===== src/rtl/fix_session_mgr_if.sv =====
// rtl/fix_session_mgr_if.sv - application/TOE handshake bundle for the FIX session manager
interface fix_session_mgr_if #(
    parameter int NUM_HOSTS = 4,
    parameter int HOST_W    = $clog2(NUM_HOSTS)
);
    logic                 connect_i;
    logic [HOST_W-1:0]    connect_to_host_i;
    logic                 disconnect_i;
    logic [HOST_W-1:0]    disconnect_host_i;
    logic                 connected_i;
    logic [HOST_W-1:0]    connected_host_addr_i;
    logic                 req_ready_i;
    logic                 connect_req_o;
    logic [HOST_W-1:0]    connect_addr_o;
    logic                 disconnect_o;
    logic [HOST_W-1:0]    disconnect_host_num_o;
    logic [NUM_HOSTS-1:0] session_up_o;
    logic                 conn_fail_o;
    logic [HOST_W-1:0]    fail_host_o;
    logic                 unexpected_o;

    modport master (
        output connect_i, connect_to_host_i, disconnect_i, disconnect_host_i,
               connected_i, connected_host_addr_i, req_ready_i,
        input  connect_req_o, connect_addr_o, disconnect_o, disconnect_host_num_o,
               session_up_o, conn_fail_o, fail_host_o, unexpected_o
    );

    modport slave (
        input  connect_i, connect_to_host_i, disconnect_i, disconnect_host_i,
               connected_i, connected_host_addr_i, req_ready_i,
        output connect_req_o, connect_addr_o, disconnect_o, disconnect_host_num_o,
               session_up_o, conn_fail_o, fail_host_o, unexpected_o
    );
endinterface


===== src/rtl/fix_session_mgr.sv =====
// rtl/fix_session_mgr.sv - per-host connect/retry/disconnect FSMs sharing one round-robin request slot
module fix_session_mgr #(
    parameter int NUM_HOSTS   = 4,
    parameter int HOST_W      = $clog2(NUM_HOSTS),
    parameter int TIMEOUT_CYC = 16,
    parameter int MAX_RETRY   = 3
) (
    input  logic             clk,
    input  logic             rst,
    fix_session_mgr_if.slave bus
);
    typedef enum logic [2:0] {ST_IDLE, ST_REQ, ST_WAIT, ST_UP, ST_DISC} host_state_t;

    host_state_t          state_q [NUM_HOSTS];
    host_state_t          state_d [NUM_HOSTS];
    logic [7:0]           timer_q [NUM_HOSTS];
    logic [7:0]           timer_d [NUM_HOSTS];
    logic [2:0]           retry_q [NUM_HOSTS];
    logic [2:0]           retry_d [NUM_HOSTS];
    logic [NUM_HOSTS-1:0] pend_q, pend_d;
    logic [NUM_HOSTS-1:0] conn_vec, disc_vec, cted_vec, held_vec, up_vec;

    logic              slot_valid, slot_disc;
    logic [HOST_W-1:0] slot_host, rr_q, grant, arb_host;
    logic              grant_found, accept, load;
    int                arb_idx;

    logic              fail_q, fail_d, unexp_q, unexp_d;
    logic [HOST_W-1:0] fail_host_q, fail_host_d;

    assign accept = slot_valid & bus.req_ready_i;
    assign load   = ~slot_valid & grant_found;

    always_comb begin
        grant_found = 1'b0;
        grant       = '0;
        arb_idx     = 0;
        arb_host    = '0;
        for (int i = 0; i < NUM_HOSTS; i++) begin
            arb_idx = int'(rr_q) + i;
            if (arb_idx >= NUM_HOSTS) arb_idx = arb_idx - NUM_HOSTS;
            arb_host = HOST_W'(arb_idx);
            if (!grant_found && (state_q[arb_host] == ST_REQ || state_q[arb_host] == ST_DISC)) begin
                grant_found = 1'b1;
                grant       = arb_host;
            end
        end
    end

    // Matching against h < NUM_HOSTS also discards out-of-range indices.
    // A connect being loaded this cycle counts as already presented.
    always_comb begin
        conn_vec = '0;
        disc_vec = '0;
        cted_vec = '0;
        held_vec = '0;
        up_vec   = '0;
        for (int h = 0; h < NUM_HOSTS; h++) begin
            conn_vec[h] = bus.connect_i    && (bus.connect_to_host_i == HOST_W'(h));
            disc_vec[h] = bus.disconnect_i && (bus.disconnect_host_i == HOST_W'(h));
            cted_vec[h] = bus.connected_i  && (bus.connected_host_addr_i == HOST_W'(h));
            held_vec[h] = (slot_valid && !slot_disc && slot_host == HOST_W'(h)) ||
                          (load && grant == HOST_W'(h));
            up_vec[h]   = (state_q[h] == ST_UP);
        end
    end

    always_comb begin
        state_d     = state_q;
        timer_d     = timer_q;
        retry_d     = retry_q;
        pend_d      = pend_q;
        fail_d      = 1'b0;
        fail_host_d = '0;
        unexp_d     = 1'b0;
        for (int h = 0; h < NUM_HOSTS; h++) begin
            case (state_q[h])
                ST_IDLE: begin
                    if (conn_vec[h] && !disc_vec[h]) begin
                        state_d[h] = ST_REQ;
                        retry_d[h] = '0;
                        pend_d[h]  = 1'b0;
                    end
                end
                ST_REQ: begin
                    if (held_vec[h] && accept) begin
                        pend_d[h] = 1'b0;
                        if (pend_q[h] || disc_vec[h]) begin
                            state_d[h] = ST_DISC;
                        end else begin
                            state_d[h] = ST_WAIT;
                            timer_d[h] = '0;
                        end
                    end else if (disc_vec[h]) begin
                        if (held_vec[h]) pend_d[h] = 1'b1;
                        else             state_d[h] = ST_DISC;
                    end
                end
                ST_WAIT: begin
                    if (disc_vec[h]) begin
                        state_d[h] = ST_DISC;
                    end else if (cted_vec[h]) begin
                        state_d[h] = ST_UP;
                    end else if (timer_q[h] >= 8'(TIMEOUT_CYC)) begin
                        if (retry_q[h] < 3'(MAX_RETRY)) begin
                            state_d[h] = ST_REQ;
                            retry_d[h] = retry_q[h] + 3'd1;
                        end else begin
                            state_d[h] = ST_IDLE;
                            // Simultaneous failures report the lowest host only.
                            if (!fail_d) begin
                                fail_d      = 1'b1;
                                fail_host_d = HOST_W'(h);
                            end
                        end
                    end else if (timer_q[h] != 8'hFF) begin
                        timer_d[h] = timer_q[h] + 8'd1;
                    end
                end
                ST_UP: begin
                    if (disc_vec[h]) state_d[h] = ST_DISC;
                end
                ST_DISC: begin
                    if (accept && slot_disc && slot_host == HOST_W'(h)) state_d[h] = ST_IDLE;
                end
                default: state_d[h] = ST_IDLE;
            endcase
            if (cted_vec[h] && state_q[h] != ST_WAIT) unexp_d = 1'b1;
        end
    end

    always_ff @(posedge clk or posedge rst) begin
        if (rst) begin
            for (int h = 0; h < NUM_HOSTS; h++) begin
                state_q[h] <= ST_IDLE;
                timer_q[h] <= '0;
                retry_q[h] <= '0;
            end
            pend_q      <= '0;
            slot_valid  <= 1'b0;
            slot_disc   <= 1'b0;
            slot_host   <= '0;
            rr_q        <= '0;
            fail_q      <= 1'b0;
            fail_host_q <= '0;
            unexp_q     <= 1'b0;
        end else begin
            state_q     <= state_d;
            timer_q     <= timer_d;
            retry_q     <= retry_d;
            pend_q      <= pend_d;
            fail_q      <= fail_d;
            fail_host_q <= fail_host_d;
            unexp_q     <= unexp_d;
            if (accept) begin
                slot_valid <= 1'b0;
            end else if (load) begin
                slot_valid <= 1'b1;
                slot_host  <= grant;
                slot_disc  <= (state_q[grant] == ST_DISC);
                rr_q       <= (grant == HOST_W'(NUM_HOSTS - 1)) ? '0 : grant + HOST_W'(1);
            end
        end
    end

    assign bus.connect_req_o         = slot_valid & ~slot_disc;
    assign bus.connect_addr_o        = slot_host;
    assign bus.disconnect_o          = slot_valid & slot_disc;
    assign bus.disconnect_host_num_o = slot_host;
    assign bus.session_up_o          = up_vec;
    assign bus.conn_fail_o           = fail_q;
    assign bus.fail_host_o           = fail_host_q;
    assign bus.unexpected_o          = unexp_q;
endmodule


===== src/flat_wrapper.sv =====
// flat-port wrapper written by rule: the top's interface ports become plain ports
module fix_session_mgr_flat 
#(
    parameter int NUM_HOSTS   = 4,
    parameter int HOST_W      = $clog2(NUM_HOSTS),
    parameter int TIMEOUT_CYC = 16,
    parameter int MAX_RETRY   = 3
)
  (clk, rst, bus_connect_i, bus_connect_to_host_i, bus_disconnect_i, bus_disconnect_host_i, bus_connected_i, bus_connected_host_addr_i, bus_req_ready_i, bus_connect_req_o, bus_connect_addr_o, bus_disconnect_o, bus_disconnect_host_num_o, bus_session_up_o, bus_conn_fail_o, bus_fail_host_o, bus_unexpected_o);
  fix_session_mgr_if #(.NUM_HOSTS(NUM_HOSTS), .HOST_W(HOST_W)) bus_i ();
  input  logic clk;
  input  logic rst;
  input wire logic [$bits(bus_i.connect_i)-1:0] bus_connect_i;
  input wire logic [$bits(bus_i.connect_to_host_i)-1:0] bus_connect_to_host_i;
  input wire logic [$bits(bus_i.disconnect_i)-1:0] bus_disconnect_i;
  input wire logic [$bits(bus_i.disconnect_host_i)-1:0] bus_disconnect_host_i;
  input wire logic [$bits(bus_i.connected_i)-1:0] bus_connected_i;
  input wire logic [$bits(bus_i.connected_host_addr_i)-1:0] bus_connected_host_addr_i;
  input wire logic [$bits(bus_i.req_ready_i)-1:0] bus_req_ready_i;
  output wire logic [$bits(bus_i.connect_req_o)-1:0] bus_connect_req_o;
  output wire logic [$bits(bus_i.connect_addr_o)-1:0] bus_connect_addr_o;
  output wire logic [$bits(bus_i.disconnect_o)-1:0] bus_disconnect_o;
  output wire logic [$bits(bus_i.disconnect_host_num_o)-1:0] bus_disconnect_host_num_o;
  output wire logic [$bits(bus_i.session_up_o)-1:0] bus_session_up_o;
  output wire logic [$bits(bus_i.conn_fail_o)-1:0] bus_conn_fail_o;
  output wire logic [$bits(bus_i.fail_host_o)-1:0] bus_fail_host_o;
  output wire logic [$bits(bus_i.unexpected_o)-1:0] bus_unexpected_o;
  assign bus_i.connect_i = bus_connect_i;
  assign bus_i.connect_to_host_i = bus_connect_to_host_i;
  assign bus_i.disconnect_i = bus_disconnect_i;
  assign bus_i.disconnect_host_i = bus_disconnect_host_i;
  assign bus_i.connected_i = bus_connected_i;
  assign bus_i.connected_host_addr_i = bus_connected_host_addr_i;
  assign bus_i.req_ready_i = bus_req_ready_i;
  assign bus_connect_req_o = bus_i.connect_req_o;
  assign bus_connect_addr_o = bus_i.connect_addr_o;
  assign bus_disconnect_o = bus_i.disconnect_o;
  assign bus_disconnect_host_num_o = bus_i.disconnect_host_num_o;
  assign bus_session_up_o = bus_i.session_up_o;
  assign bus_conn_fail_o = bus_i.conn_fail_o;
  assign bus_fail_host_o = bus_i.fail_host_o;
  assign bus_unexpected_o = bus_i.unexpected_o;
  fix_session_mgr #(.NUM_HOSTS(NUM_HOSTS), .HOST_W(HOST_W), .TIMEOUT_CYC(TIMEOUT_CYC), .MAX_RETRY(MAX_RETRY)) u_core (.clk(clk), .rst(rst), .bus(bus_i));
endmodule

===== config.mk =====
export PLATFORM = sky130hd
export DESIGN_NAME = fix_session_mgr_flat
export DESIGN_NICKNAME = d
export VERILOG_FILES = /design/src/rtl/fix_session_mgr_if.sv /design/src/rtl/fix_session_mgr.sv /design/src/flat_wrapper.sv
export SDC_FILE = /design/constraint.sdc
export NUM_CORES = 1
export LEC_CHECK = 0
export ABC_AREA = 1
export ABC_CLOCK_PERIOD_IN_PS = 4500
export CORE_ASPECT_RATIO = 2
export CORE_UTILIZATION = 25
export CTS_CLUSTER_SIZE = 30
export DETAILED_ROUTE_END_ITERATION = 8
export PLACE_DENSITY_LB_ADDON = 0.05
export SKIP_CTS_REPAIR_TIMING = 1
export SYNTH_ARGS = -nofsm -noshare
export SYNTH_HDL_FRONTEND = slang
export SYNTH_SLANG_ARGS = --single-unit

===== constraint.sdc =====
create_clock -name clk -period 4.5 [get_ports clk]
set_clock_uncertainty 0.2 [all_clocks]
set_input_delay 0.9 -clock clk [delete_from_list [all_inputs] [get_ports clk]]
set_output_delay 0.9 -clock clk [all_outputs]
set_load 0.1 [all_outputs]

# ---- After elaboration in Yosys (flattened, before gate mapping)
# Cells that the tools add are included.
dict set report word_totals {
  ff_bits 70
  latch_bits 0
  mem_bits_rw 0
  rom_bits 0
  inputBits 12
  out_inout_bits 14
  word_cells 468
  mem_count 0
}
dict set report op_classes {
  add_sub_neg 16
  mul 0
  div_mod_pow 0
  magnitude_cmp 17
  n_eq_ne 108
  n_shift 0
  muxes 192
  n_bitwise 12
  reduce_logical 100
}
# operator n
set ops {}
lappend ops {{two-way mux 3 bit} 70}
lappend ops {{two-way mux 8 bit} 24}
lappend ops {{one-hot mux 8 bit (2 select lines)} 4}
lappend ops {{one-hot mux 3 bit (5 select lines)} 4}
lappend ops {{inequality test 2 x 1 -> 1 bit (second input constant)} 28}
lappend ops {{two-way mux 2 bit} 26}
lappend ops {{two-way mux 1 bit} 51}
lappend ops {{AND reduction 6 bit} 8}
lappend ops {{logical AND 1 bit} 41}
lappend ops {{adder 8 x 1 -> 8 bit (second input constant)} 4}
lappend ops {{>= comparator 8 x 5 -> 1 bit (second input constant)} 4}
lappend ops {{inequality test 2 bit (second input constant)} 16}
lappend ops {{inequality test 8 bit (second input constant)} 4}
lappend ops {{binary-select mux 3 bit (select 2 bit)} 5}
lappend ops {{AND reduction 7 bit} 4}
lappend ops {{equality test 3 bit (second input constant)} 9}
lappend ops {{nonzero test 2 bit} 13}
lappend ops {{equality test 3 x 1 -> 1 bit (second input constant)} 8}
lappend ops {{equality test 3 x 2 -> 1 bit (second input constant)} 8}
lappend ops {{>= comparator 3 bit (second input constant)} 8}
lappend ops {{inequality test 3 x 1 -> 1 bit (second input constant)} 8}
lappend ops {{one-hot mux 3 bit (2 select lines)} 4}
lappend ops {{equality test 2 bit (second input constant)} 10}
lappend ops {{inequality test 4 x 1 -> 1 bit (second input constant)} 4}
lappend ops {{20 further kinds} 80}

# ---- Logic depth before layout (Yosys ltp)
# Gate-level depths: netlist of run 1.
dict set report depth {
  word_depth 25
  mapped_depth 21
  ltp_nobuf 21
}

# ---- Worst setup path after synthesis of run 1
# Ideal clock, no wire load.
dict set report synth_path {
  kind {register to output}
  start {register u_core.state_q[9] in the netlist's numbering}
  end {output port bus_session_up_o[0]}
  arrival_time_ns 2.561
  required_time_ns 3.400
  setup_slack_ns 0.839
  path_stages_with_launch 3
  path_cell_list {dfrtp_1 -> inv_2 -> nor3_1}
}
dict set report synth_via {
  elab_chain_len 1
}
# item line_no
set synth_rtl {}
lappend synth_rtl {{start, declared} fix_session_mgr.sv:14} ;# host_state_t state_q [NUM_HOSTS];
lappend synth_rtl {{start signal, assigned} fix_session_mgr.sv:148} ;# state_q <= state_d;
lappend synth_rtl {{equality test 3 x 2 -> 1 bit} fix_session_mgr.sv:64} ;# up_vec[h] = (state_q[h] == ST_UP);
lappend synth_rtl {{end, declared} flat_wrapper.sv:24} ;# output wire logic [$bits(bus_i.session_up_o)-1:0] bus_session_up_o;
# No other way between the ends.

# ---- Final worst setup path of run 1
dict set report layout_path {
  start {register u_core.slot_valid}
  end {output port bus_connect_req_o}
}
dict set report layout_via {
  elab_chain_len 1
}
# item line_no
set layout_rtl {}
lappend layout_rtl {{start, declared} fix_session_mgr.sv:23} ;# logic slot_valid, slot_disc;
lappend layout_rtl {{start signal, assigned} fix_session_mgr.sv:140} ;# slot_valid <= 1'b0;
lappend layout_rtl {{start signal, assigned} fix_session_mgr.sv:156} ;# slot_valid <= 1'b0;
lappend layout_rtl {{start signal, assigned} fix_session_mgr.sv:158} ;# slot_valid <= 1'b1;
lappend layout_rtl {{bitwise AND 1 bit} fix_session_mgr.sv:166} ;# assign bus.connect_req_o = slot_valid & ~slot_disc;
lappend layout_rtl {{end, declared} flat_wrapper.sv:20} ;# output wire logic [$bits(bus_i.connect_req_o)-1:0] bus_connect_req_o;
# No other way between the ends.

==> results of run 1 <==
cells in the final DEF, fill, tap and decap left out, types with 14 or more instances in the layout:
cell and n:
dfrtp_1 70, a21oi_1 18, nand3_1 55, nor3_1 14, o21ai_0 23, clkdlybuf4s50_1 25, inv_1 102, nand2_1 126
nor2_1 47, nand2_2 18, ha_1 16
metrics by stage:
step	instance area, um2	util [%]	hold WS [ns]	instances	setup WS (ns)
3_5_place_dp	5040	28.5	0.283	840	1.24
4_1_cts	5290	29.9	0.298	855	0.867
5_1_grt	5290	29.9	0.315	855	0.823
6_report	5290	29.9	0.289	855	0.883
3_3_place_gp	5040	28.5	0.282	840	1.23
2_1_floorplan	4530	-	0.254	604	0.839
cells in the mapped netlist (all sizes together):
cell    number  area (um2)
a31oi        5        31.3
nand2      147         619
nand4       12        90.1
a31o         3        26.3
a221oi       1        8.76
o21ai       41         231
nor3        19         120
nand3b       3        26.3
o221ai       2        17.5
nor2        51         201
dfrtp       70        1750
nand3       68         413
a21oi       19        98.9
a22o         1        8.76
ha          16         200
o21a         3        22.5
xor2         6        60.1
a21boi       3        22.5
clkinv       1        3.75
buf          5        38.8
nor4         7        43.8
o211ai       1        7.51
inv        110         418
o22ai        3        18.8
or2          6        37.5
o31ai        1        7.51
state kept, by name (all words and copies together), names as in the netlist:
name                       cells
u_core.bus.conn_fail_o         1
u_core.bus.connect_addr_o      2
u_core.bus.fail_host_o         2
u_core.bus.unexpected_o        1
u_core.pend_q                  4
u_core.retry_q                12
u_core.rr_q                    2
u_core.slot_disc               1
u_core.slot_valid              1
u_core.state_q                12
u_core.timer_q                32
cell type report:
type,count,area [um2],area share (%)
clock buffer,13,240,4.54
clock inverter,2,10.0,0.189
inverter,111,422,7.97
multi-input combinational,418,2310,43.7
sequential,70,1750,33.1
tap,213,267,5.04
timing repair buffer,28,285,5.39
path summary, 6_finish.rpt:
check	start	end	slack, ns	cells after the start
worst min register to register	u_core.pend_q[0]$_DFFE_PP0P_	u_core.pend_q[0]$_DFFE_PP0P_	0.29	2
worst max register to register	u_core.state_q[2]$_DFFE_PP0P_	u_core.timer_q[28]$_DFFE_PP0P_	1.48	20
max in group asynchronous	rst	u_core.timer_q[17]$_DFFE_PP0P_	3.02	3
worst min-delay path	u_core.pend_q[0]$_DFFE_PP0P_	u_core.pend_q[0]$_DFFE_PP0P_	0.29	2
worst max-delay path	u_core.slot_valid$_DFFE_PP0P_	bus_connect_req_o	0.88	3
min in group asynchronous	rst	u_core.bus.fail_host_o[1]$_DFF_PP0_	0.77	3
metal layers:
metal  track usage, %  vias to the layer above
li1                 -                     2024
met1             13.7                     1895
met2             29.9                       53
met3             2.28                       23
met4             8.09                        0
met5                0                        -
tightest hold or removal path: cells and delay by family (launching register included):
| family | cells | cell delay, ns |
|---|---|---|
| and+or+nand+nor | 1 | 0.05 |
| AOI/OAI and AO/OA | 1 | 0.06 |
| DFF | 1 | 0.35 |
cell families (layout without fill, tap and decap cells):
group           after synthesis  count (layout)
compound gates               83              83
buf+inv                     116             154
simple gates                313             313
flops                        70              70
xor+xnor                      6               6
fa+ha+maj                    16              16
power by group through the flow:
stage	logic, mW	clock network [mW]	registers (mW)
detailed placement	2.10	0	0.976
global placement	2.10	0	0.974
global route	2.35	0.693	0.989
floorplan	1.59	0	0.977
finish	2.08	0.648	0.963
CTS	2.11	0.673	0.965
==> results_dict.tcl, run 1 <==
set metrics [dict create \
    combPwrFrac_pct 56.3 \
    power_density_nw_per_um2 697 \
    grt_pass1_wl_mm 20.9 \
    path_class "flop to primary output" \
    grt.overflow.total 0 \
    ios 26 \
    yosysSeqAreaShare_pct 38.7 \
    hold_viol_final 0 \
    crit_required_ns 3.40 \
    antenna_cells 0 \
    drc 0 \
    setup.worst_path.start_class "flop" \
    via_per_inst 4.67 \
    synthXorXnorAreaFrac_pct 1.33 \
    hold_class "flop to flop" \
    cts_tree "done" \
    synth-simple-area-share_pct 34.3 \
    yosys_warnings 0 \
    hpwl_mm 10.2 \
    max_freq_ghz 0.277 \
    syn_to_final_growth_pct 16.9 \
    worstSetupEndpointType "primary output" \
    cts_buffers 9 \
    max_stage_delay_ns 1.24 \
    ys_types 42 \
    grt_usage_pct 14.7 \
    clkTransAtPathRegs_ns 0.06 \
    p_int_mw 1.76 \
    clock_latency_ns 0.34 \
    swShare_pct 52.1 \
    wl_met1_mm 4.77 \
    drt_wl_total_mm 12.8 \
    synth_area_per_cell_um2 7.49 \
    ir_worst_vdd_uv 245 \
    grt_max_degree 71 \
    path_buf_inv 2 \
    path_cells "inv_1 -> nor2_1 -> clkdlybuf4s50_1" \
    slew_headroom_pct 34.0 \
    worst_slew_pin_slew_ns 0.987 \
    synthAdderAreaFrac_pct 4.42 \
    wl_per_cell_um 15.0 \
    drive_gt1_share_pct 13.2 \
    ys_seq_elements 70 \
    start_util_pct 25.6 \
    ant_nets 0 \
    row_count 69 \
    io_buffers 25 \
    drv_cap 0 \
    die_area_um2 18700 \
    n_fill_cell 1882 \
    dr_wl_met3_um 272 \
    drt_iter0_drc 137 \
    total_power_mw 3.69 \
    seq_power_share_pct 26.1 \
    clockBufferDepth 2 \
    finalSetupViolCount 0 \
    synth-compound-area-share_pct 11.1 \
    core_um2 17700 \
    arrival_ns 2.52 \
    vias 3995 \
    htreeDepth 3 \
    synthCells 604 \
    finalCritPeriodShare_pct 80.4 \
    finalWeightedCongestion 0.784 \
    p_clk_share_pct 17.6 \
    crit_family "buffers and inverters" \
    fin_crit_ns 3.62 \
    antenna_found_initial 0 \
    synth_top_family_by_area "simple AND/OR/NAND/NOR gates" \
    nets 666 \
    met2RoutedLength_mm 7.33 \
    finalSetupTns_ns 0 \
    power_leakage_nw 2.56 \
    clkSinkCount 70 \
    status "finished, final reports clean" \
    syn-cell-area_um2 4530 \
    clockRootBuffer "clkbuf_16" \
    firstDrtPassIters 4 \
    crit_slowest_cell "clkdlybuf4s50_1" \
    slew_violations 0 \
    power.switching_mw 1.92 \
    routed.top_layer "met4" \
    synth_nets 632 \
    cp_max_fo 7 \
    rsz0062_at_grt "no" \
    synth.area.mux_share_pct 0 \
    first_global_vias 4088 \
    die_w_um 97.1 \
    die_h_um 192 \
]
(Power assumes the default switching activity.)
==> run 2: changes to the inputs <==
--- a/config.mk
+++ b/config.mk
@@ -6,7 +6,7 @@
 export NUM_CORES = 1
 export LEC_CHECK = 0
 export ABC_AREA = 1
-export ABC_CLOCK_PERIOD_IN_PS = 4500
+export ABC_CLOCK_PERIOD_IN_PS = 3500
 export CORE_ASPECT_RATIO = 2
 export CORE_UTILIZATION = 25
 export CTS_CLUSTER_SIZE = 30
==> constraint.sdc (replaced) <==
create_clock -name clk -period 3.5 [get_ports clk]
set_clock_uncertainty 0.2 [all_clocks]
set_input_delay 0.7 -clock clk [delete_from_list [all_inputs] [get_ports clk]]
set_output_delay 0.7 -clock clk [all_outputs]
set_load 0.1 [all_outputs]
==> run 2 against run 1 <==
Effect of this change:
- global-route usage hardly changed
- cell count increased by 0.58%
- power grew 31%
- worst setup slack worse by 0.33 ns
- clock-buffer cell count unchanged
- first-iteration DRC count shrank 34%
- via count about the same
==> results_dict.tcl, run 2 (synthesized netlist as in run 1, its figures left out) <==
set metrics [dict create \
    status "finished, final reports clean" \
    min-delay-start "u_core.pend_q[0]$_DFFE_PP0P_" \
    setup.worst_path.start_class "flop" \
    hpwl_mm 10.5 \
    row_count 69 \
    drc 0 \
    antenna_cells 0 \
    clkTransAtPathRegs_ns 0.06 \
    fin_crit_ns 2.95 \
    crit_required_ns 3.53 \
    rsz0062_at_grt "no" \
    fin_util_pct 30.0 \
    post-place-ws_ns 0.379 \
    drive_gt1_share_pct 16.5 \
    grt_max_degree 26 \
    max_freq_ghz 0.339 \
    crit_path_frequent_cell "nand2_1" \
    start_util_pct 25.6 \
    cts_tree "done" \
    mostFrequentLayoutCell "nand2_1" \
    drt_wl_total_mm 12.9 \
    first_global_vias 4122 \
    layout_common_cells "nand2_1 (126), inv_1 (102), dfrtp_1 (70), nand3_1 (55), nor2_1 (47)" \
    slew_violations 0 \
    timing.rr.start "u_core.state_q[0]$_DFFE_PP0P_" \
    cp_max_fo 10 \
    hold_viol_final 0 \
    setup_ws_ns 0.551 \
    arrival_ns 2.97 \
    clockRootBuffer "clkbuf_16" \
    total_power_mw 4.83 \
    clkSinkCount 70 \
    die_area_um2 18700 \
    r2r_cells 18 \
    fin_cells 860 \
    finalCritPeriodShare_pct 84.2 \
    dpl.cell_count 846 \
    finalSetupViolCount 0 \
    power_leakage_nw 2.62 \
    htreeDepth 3 \
    clockBufferDepth 2 \
    via_per_inst 4.65 \
    die_h_um 192 \
    io_buffers 25 \
    vias 3998 \
    path_class "flop to flop" \
    placed_area_um2 5040 \
    core_um2 17700 \
    power_density_nw_per_um2 908 \
    hold_class "flop to flop" \
    largest_reg_flops 32 \
    worstSetupEndpointType "flop" \
    nets 672 \
    r2r_slack_ns 0.55 \
    worst_r2r_endpoint "u_core.timer_q[1]$_DFFE_PP0P_" \
    syn_to_final_growth_pct 17.4 \
    clock_latency_ns 0.35 \
    crit_slowest_cell "dfrtp_1" \
    fin_hold_ws_ns 0.293 \
    worst_slew_pin_slew_ns 0.781 \
    ant_nets 0 \
    firstDrtPassIters 4 \
    finalWeightedCongestion 0.845 \
    reg_top3 "u_core.timer_q (32), u_core.retry_q (12), u_core.state_q (12)" \
    path_cells "nor2_1 -> nand2_1 -> nand3_2 -> nand3_1 -> nand2_1 -> nor2_1 -> nand3_1 -> nand2_1 -> nand2_1 -> inv_1 -> ha_1 -> nand3_2 -> nand2_2 -> nand3b_2 -> nand2_2 -> nand2_4 -> nand2_1 -> o21ai_1" \
    ios 26 \
    max_stage_delay_ns 0.46 \
    design_area_um2 5310 \
    cts_buffers 9 \
    drv_cap 0 \
    drt_iter0_drc 90 \
    die_w_um 97.1 \
    grt_pass1_wl_mm 20.8 \
    antenna_found_initial 0 \
    ir_worst_vdd_uv 280 \
    grt_usage_pct 14.7 \
    slew_headroom_pct 47.4 \
    wl_per_cell_um 15.0 \
    top_register "u_core.timer_q" \
    grt.overflow.total 0 \
    worstHoldPathCells 2 \
    finalSetupTns_ns 0 \
    min_to "u_core.pend_q[0]$_DFFE_PP0P_" \
]
## run 2: cell types whose count changed in the layout (fill, tap and decap cells not counted), sizes merged
cell / before / now
buf: 3 / 23
clkdlybuf4s50: 25 / 11
clkinv: 3 / 2
## run 2: area by class of cell
class                      count  area, um2
clock buffer                  13        270
clock inverter                 1       5.00
fill                        1893      12400
inverter                     111        422
multi-input combinational    418       2310
sequential                    70       1750
tap                          213        267
timing repair buffer          34        283
## run 2: per-layer routing
metal  vias up  track usage [%]  routed length, um
li1       2034                -                  -
met1      1892             14.2               4850
met2        48             29.4               7400
met3        24             2.06                273
met4         0             8.15                402
met5         -                0                  0
## run 2: how the worst max path moves through the flow
stage                     depth (start not counted)                          start                             to  slack [ns]
final                                            18  u_core.state_q[0]$_DFFE_PP0P_  u_core.timer_q[1]$_DFFE_PP0P_        0.55
after global routing                             18  u_core.state_q[0]$_DFFE_PP0P_  u_core.timer_q[1]$_DFFE_PP0P_        0.29
after CTS                                        18  u_core.state_q[0]$_DFFE_PP0P_  u_core.timer_q[1]$_DFFE_PP0P_        0.49
after detailed placement                         10   bus_connected_host_addr_i[1]  u_core.state_q[4]$_DFFE_PP0P_        0.38
after global placement                            9   bus_connected_host_addr_i[1]  u_core.state_q[5]$_DFFE_PP0P_        0.39
after floorplan                                   2  u_core.state_q[9]$_DFFE_PP0P_            bus_session_up_o[0]        0.04
## run 2: worst max-delay path, delay by kind of cell, from the launching register on
kind | cells | cell delay (ns)
and+or+nand+nor | 15 | 1.76
AOI/OAI and AO/OA | 1 | 0.07
buffers and inverters | 1 | 0.13
adders and majority gates | 1 | 0.19
DFF | 1 | 0.46
## run 2: report_power, final
group          total [mW]  switching (mW)  internal, mW
Clock               0.882           0.353         0.529
Sequential           1.23           0.214          1.02
Combinational        2.71            1.92         0.787
